[config.mk]
export PLATFORM = sky130hd
export DESIGN_NAME = instr_fetch_unit
export DESIGN_NICKNAME = d
export VERILOG_FILES = /design/src/rtl/instr_fetch_unit.sv
export SDC_FILE = /design/constraint.sdc
export NUM_CORES = 1
export LEC_CHECK = 0
export BUFFER_PORTS_ARGS = -buffer_cell sky130_fd_sc_hd__buf_4
export CAP_MARGIN = 10
export CORE_ASPECT_RATIO = 2
export CORE_MARGIN = 3
export CORE_UTILIZATION = 35
export CTS_BUF_LIST = sky130_fd_sc_hd__clkbuf_8
export DETAILED_ROUTE_END_ITERATION = 8
export GPL_ROUTABILITY_DRIVEN = 0
export SLEW_MARGIN = 20
export SYNTH_ARGS = -nofsm -noshare
export SYNTH_HDL_FRONTEND = slang
export SYNTH_SLANG_ARGS = --single-unit
[constraint.sdc]
create_clock -name clk -period 5.9 [get_ports clk]
set_input_delay 0.59 -clock clk [delete_from_list [all_inputs] [get_ports clk]]
set_output_delay 0.59 -clock clk [all_outputs]
set_load 0.005 [all_outputs]
[src/rtl/instr_fetch_unit.sv]
// Fetch stage: PC, imem req/rvalid handshake, IR latch and next-PC select.
// One instruction in flight; FETCH -> WAIT -> ISSUE, HALT is terminal.
module instr_fetch_unit #(
    parameter int              ADDR_W   = 16,
    parameter int              INSTR_W  = 32,
    parameter logic [ADDR_W-1:0] RESET_PC = '0,
    parameter logic [4:0]      HALT_OP  = 5'b11111
) (
    input  logic               clk,
    input  logic               rst_n,
    output logic               imem_req,
    output logic [ADDR_W-1:0]  imem_addr,
    input  logic [INSTR_W-1:0] imem_rdata,
    input  logic               imem_rvalid,
    input  logic               stall,
    input  logic               pc_jump,
    input  logic               pc_branch,
    output logic [4:0]         opcode,
    output logic [INSTR_W-1:0] instr,
    output logic [ADDR_W-1:0]  instr_pc,
    output logic               instr_valid,
    output logic               halted,
    output logic [31:0]        retired
);

    typedef enum logic [1:0] {
        S_FETCH,
        S_WAIT,
        S_ISSUE,
        S_HALT
    } state_t;

    state_t             state;
    logic [ADDR_W-1:0]  pc;
    logic [INSTR_W-1:0] ir;
    logic [ADDR_W-1:0]  br_off;
    logic [ADDR_W-1:0]  pc_seq;
    logic [ADDR_W-1:0]  pc_br;

    // Branch offset is IR[15:0] sign-extended, or truncated on narrow PCs.
    if (ADDR_W > 16) begin : g_sext
        assign br_off = {{(ADDR_W-16){ir[15]}}, ir[15:0]};
    end else begin : g_trunc
        assign br_off = ir[ADDR_W-1:0];
    end

    assign pc_seq    = instr_pc + {{(ADDR_W-1){1'b0}}, 1'b1};
    assign pc_br     = pc_seq + br_off;
    assign imem_addr = pc;
    assign instr     = ir;
    assign opcode    = ir[INSTR_W-1 -: 5];

    always_ff @(posedge clk or negedge rst_n) begin
        if (!rst_n) begin
            state       <= S_FETCH;
            pc          <= RESET_PC;
            ir          <= '0;
            instr_pc    <= '0;
            retired     <= '0;
            imem_req    <= 1'b0;
            instr_valid <= 1'b0;
            halted      <= 1'b0;
        end else begin
            unique case (state)
                S_FETCH: begin
                    state    <= S_WAIT;
                    imem_req <= 1'b1;
                end
                S_WAIT: begin
                    if (imem_rvalid) begin
                        ir          <= imem_rdata;
                        instr_pc    <= pc;
                        state       <= S_ISSUE;
                        imem_req    <= 1'b0;
                        instr_valid <= 1'b1;
                    end
                end
                S_ISSUE: begin
                    if (!stall) begin
                        retired     <= retired + 32'd1;
                        instr_valid <= 1'b0;
                        if (opcode == HALT_OP) begin
                            state  <= S_HALT;
                            halted <= 1'b1;
                        end else begin
                            state    <= S_FETCH;
                            imem_req <= 1'b1;
                            if (pc_jump)
                                pc <= ir[ADDR_W-1:0];
                            else if (pc_branch)
                                pc <= pc_br;
                            else
                                pc <= pc_seq;
                        end
                    end
                end
                S_HALT: begin
                    state <= S_HALT;
                end
                default: begin
                    state <= S_FETCH;
                end
            endcase
        end
    end

endmodule

Yosys cells after proc, flatten, opt, wreduce, memory -nomap -nowiden
Cells that the tools add are included.

storage, ports and cells
  bits in registers = 101
  input port bits = 38
  word-level logic and storage cells = 43

cells by class
  $add $sub $neg = 3
  equality and inequality tests = 7
  mux-type cells = 13
  bitwise operators = 2
  reduce and logical (&&, ||, !) cells = 10

operators by type and width
  cell                                                 number
  adder 32 x 1 -> 32 bit, second input constant        1
  2-to-1 mux 16 bit                                    2
  adder 16 x 1 -> 16 bit, second input constant        1
  adder 16 bit                                         1
  AND reduction 3 bit                                  3
  case mux 2 bit (4 select lines)                      1
  2-to-1 mux 2 bit                                     3
  inequality test 2 bit, second input constant         3
  AND reduction 2 bit                                  3
  equality test 5 bit, second input constant           1
  2-to-1 mux 1 bit                                     5
  equality test 2 bit, second input constant           2
  AND reduction 4 bit                                  1
  case mux 1 bit (3 select lines)                      1
  nonzero test 3 bit                                   1
  equality test 2 x 1 -> 1 bit, second input constant  1
  zero test 2 bit                                      1
  NOT 1 bit                                            2
  case mux 1 bit (2 select lines)                      1
  nonzero test 2 bit                                   1

Longest topological paths before layout
  depth in word-level cells = 4
  gate-level depth with buffers = 13
  gate-level depth less buffers = 13

Least setup slack after synthesis
OpenSTA, ideal clock, no wires.

  path type = register to register
  start point = reg instr_pc[2]
  end point = reg pc[15] (netlist: imem_addr[15])
  setup time = 0.128 ns
  data arrival time = 2.695 ns
  required time = 5.772 ns
  slack = 3.076 ns
  stages on the path, launching flop included = 14
  clock period less this slack = 2.824 ns
  path through = dfrtp_1 and4_4 and4_1 buf_6 nand3_1 xnor2_1 ha_1 nand2_1 o21ai_0 a2111oi_0 a21oi_1 xnor2_1 mux2i_1 o22ai_1

on the way
  cells in the longest elaborated chain, start to end = 4

ends and longest elaborated chain
  what                      line  RTL
  from (decl)               20    output logic [ADDR_W-1:0] instr_pc,
  from (signal assigned)    72    instr_pc <= pc;
  adder 16 x 1 -> 16 bit *  47    assign pc_seq = instr_pc + {{(ADDR_W-1){1'b0}}, 1'b1};
  adder 16 bit              48    assign pc_br = pc_seq + br_off;
  2-to-1 mux 16 bit *       90    else if (pc_branch)
  2-to-1 mux 16 bit *       88    if (pc_jump)
  to (signal assigned)      89    pc <= ir[ADDR_W-1:0];
  to (signal assigned)      91    pc <= pc_br;
  to (signal assigned)      93    pc <= pc_seq;
  to (decl)                 34    logic [ADDR_W-1:0] pc;

Every way passes the cells marked *; elsewhere a longest branch is shown, timed or not.
A chain may end at the register's enable or synchronous reset.

Worst setup path after layout
Ends and elaborated chain as after synthesis.

==> results.md <==
* Fmax at 307 MHz
* Worst setup EP type: flop
* WHS at 0.163 ns
* DR WL/cell at ~17 um
* Wire length of the first global-routing pass at ~22000 um
* Clk_lat worst skew at 0.38 ns
* Sink Count at 101
* Max clock buf depth at 2
* Syn Area/Cell at between 10 and 15 um2
* Worst-margin pin slew at approximately 1 ns
* Final Instance Area at 6750 um2
* Max-cap violations at 0
* Pwr per Cell Area at roughly 500 nW/um2
* Fraction of registers with async set/reset at 100%
* Worst min path class: primary input to async pin
* # rows at 63
* Postcts setup bufs at 0
* TritonCTS clock tree: done
* DP Area at around 6600 um2
* RSZ-0062 raised after global routing: no
* # setup viols final at 0
* DRC at 0
* Dpl hpwl at 10800 um
* Final Hold Fails at 0
* Antenna Violating Nets Remaining at 0
* Io pins at 142
* Family with the most delay on the worst path: simple AND/OR/NAND/NOR gates
* DIE HEIGHT at 181 um
* Routed via count at 4231
* Port bufs at 141
* CP dominant cell by count: xnor2_1
* CP startpoint kind: flop
* Core Area at 14900 um2
* Via/cell ratio at 5.13
* Post-Layout Cell Count at 824
* Area growth syn-to-layout at 26.1%
* CP arrival at 3.50 ns
* Pleak at between 3 and 4 nW
* Slowest CP cell: dfrtp_1
* Clock skew at 0.0216 ns
* Critical path cell sequence: and4_4 > and4_1 > nand3_1 > xnor2_1 > ha_1 > nand2_1 > o21ai_0 > a2111oi_0 > a21oi_1 > xnor2_1 > mux2i_1 > o22ai_1
* Drt first pass iters at 4
* Final WL at 14000 um
* Initial antenna violation count at 0
* Fin crit share at 55.1%
* Fraction of layout cells with a size suffix above 1 at a little over a third
* Post-cts resize count at 0
* Final net count at between 600 and 700
* Crit Path Max Fanout at 7
* Final count of pins violating max slew at 0
* Setup TNS at 0 ns
* Chip Width at ~93 um
* CTS clk-pin slew, worst paths at 0.11 ns
* Post-Syn Instances at 490
* Synth Register Bits at ~100
* Number of synthesized flops with an enable pin at 0
* Initial DRC Count at 183
* Cell area after synthesis at 5350 um2
* ANT cells at 0
* Critical path class: flop to flop
* Yosys warns at 0
* Crit path buffers/inverters at 0
* Die area at approximately 17000 um2
* GRT overflow at 0
* Vias in the first global route at 4348
* Slowest stage delay, CP at roughly 0.50 ns
* CTS Buf Count at 9
* All-layer global routing usage at 17.0%
* Largest net degree at the start of global routing at 62
* Clock root buffer: clkbuf_8
* Worst Path Required at 6.14 ns
* Status: finished clean
* Synth Flop Type: dfrtp_1
* Syn nets at 550
* Max IR drop VDD at ~0.27 mV
* Count of different cell masters after synthesis at 60
* Htree depth at 3
* CTS Hold Buffers Added at 0
* Slew HR at 31.9%
* Initial core utilization at between 30% and 40%
* Placed cells at roughly 810
* Fin crit period at between 3 and 4 ns
* Seq/Total Area, Yosys at 47.2%
cell type report:
type                    count  area [um2]
flip-flops and latches    101        2530
fillers                  1429        8150
inverters                  10        37.5
clock buffers               9         124
repair buffers            144        1080
clock inverters             7        57.6
well taps                 195         244
multi-input cells         358        2680
stage by stage:
stage	total power [mW]	worst slack, ns	util (%)
finish	3.38	2.65	45.3
global route	3.67	2.40	45.3
CTS	3.43	2.68	45.3
detailed placement	2.99	2.68	44.1
global placement	2.95	2.80	44.1
floorplan	2.26	3.08	-
final timing paths:
path | startpoint | endpoint | slack, ns | cells past startpoint
max | instr_pc[2] | imem_addr[15] | 2.65 | 12
min | rst_n | retired[28] | 0.16 | 1
max reg2reg | instr_pc[2] | imem_addr[15] | 2.65 | 12
min reg2reg | halted | halted | 0.47 | 1
max in group asynchronous | rst_n | instr[3] | 4.53 | 2
min in group clk | imem_rdata[23] | instr[23] | 0.44 | 2
worst register-to-register path, stage by stage (launching register included):
cell       delay (ns)
dfrtp_1          0.50
and4_4           0.28
and4_1           0.37
nand3_1          0.13
xnor2_1          0.28
ha_1             0.35
nand2_1          0.09
o21ai_0          0.11
a2111oi_0        0.37
a21oi_1          0.15
xnor2_1          0.19
mux2i_1          0.20
o22ai_1          0.11
cell usage in the layout, fill, tap and decap left out, types with 5 or more instances in the layout:
master | synthesis | final
nor3_1 | 7 | 7
clkbuf_8 | 0 | 9
buf_4 | 6 | 144
ha_1 | 21 | 21
mux2_2 | 52 | 52
nand2_1 | 44 | 44
nand3_1 | 22 | 21
a21oi_1 | 21 | 21
nand4_1 | 7 | 7
mux2i_1 | 5 | 5
xor2_1 | 19 | 19
a21o_1 | 5 | 5
dfrtp_1 | 101 | 101
and3_1 | 9 | 9
o21ai_0 | 23 | 23
inv_1 | 8 | 9
nor2_1 | 27 | 27
and4_1 | 5 | 5
xnor2_1 | 37 | 37
logic make-up after synthesis:
family	after synthesis	share of synthesized area, %
adders and majority gates	22	5.28
buffers and inverters	31	2.80
and+or+nand+nor	140	13.8
xor gates and xnor gates	57	9.46
muxes	57	11.9
DFF	101	47.2
AOI/OAI and AO/OA	82	9.61
layer usage:
layer  vias to the layer above  track usage, %  routed length, um
met5                         -               0                  0
met4                         0            6.22                378
met3                        25            3.71                711
met2                       122            32.1               8020
met1                      2083            17.8               4890
li1                       2001               -                  -
power breakdown:
| group | total, mW | switching (mW) | internal (mW) |
|---|---|---|---|
| Clock | 0.421 | 0.261 | 0.160 |
| Sequential | 1.23 | 0.291 | 0.935 |
| Combinational | 1.74 | 0.804 | 0.932 |
cells in the mapped netlist (all sizes together), types with 3 or more instances:
cell type	number	area, um2
a211oi	4	30.0
a21o	5	37.5
a21oi	22	114
a221oi	3	26.3
a31oi	4	25.0
and2	3	18.8
and3	11	75.1
and4	6	55.1
buf	15	88.8
clkbuf	6	23.8
dfrtp	101	2530
ha	21	263
inv	9	33.8
mux2	52	586
mux2i	5	50.1
nand2	44	165
nand2b	5	38.8
nand3	23	128
nand4	8	65.1
nor2	29	119
nor3	8	51.3
o211ai	3	22.5
o21ai	25	125
xnor2	38	340
xor2	19	166
registers in the layout, summed over array words and instances, names as in the netlist:
signal       cells
imem_addr       16
imem_req         1
halted           1
instr           32
state            2
instr_valid      1
instr_pc        16
retired         32
(Power assumes the default switching activity.)
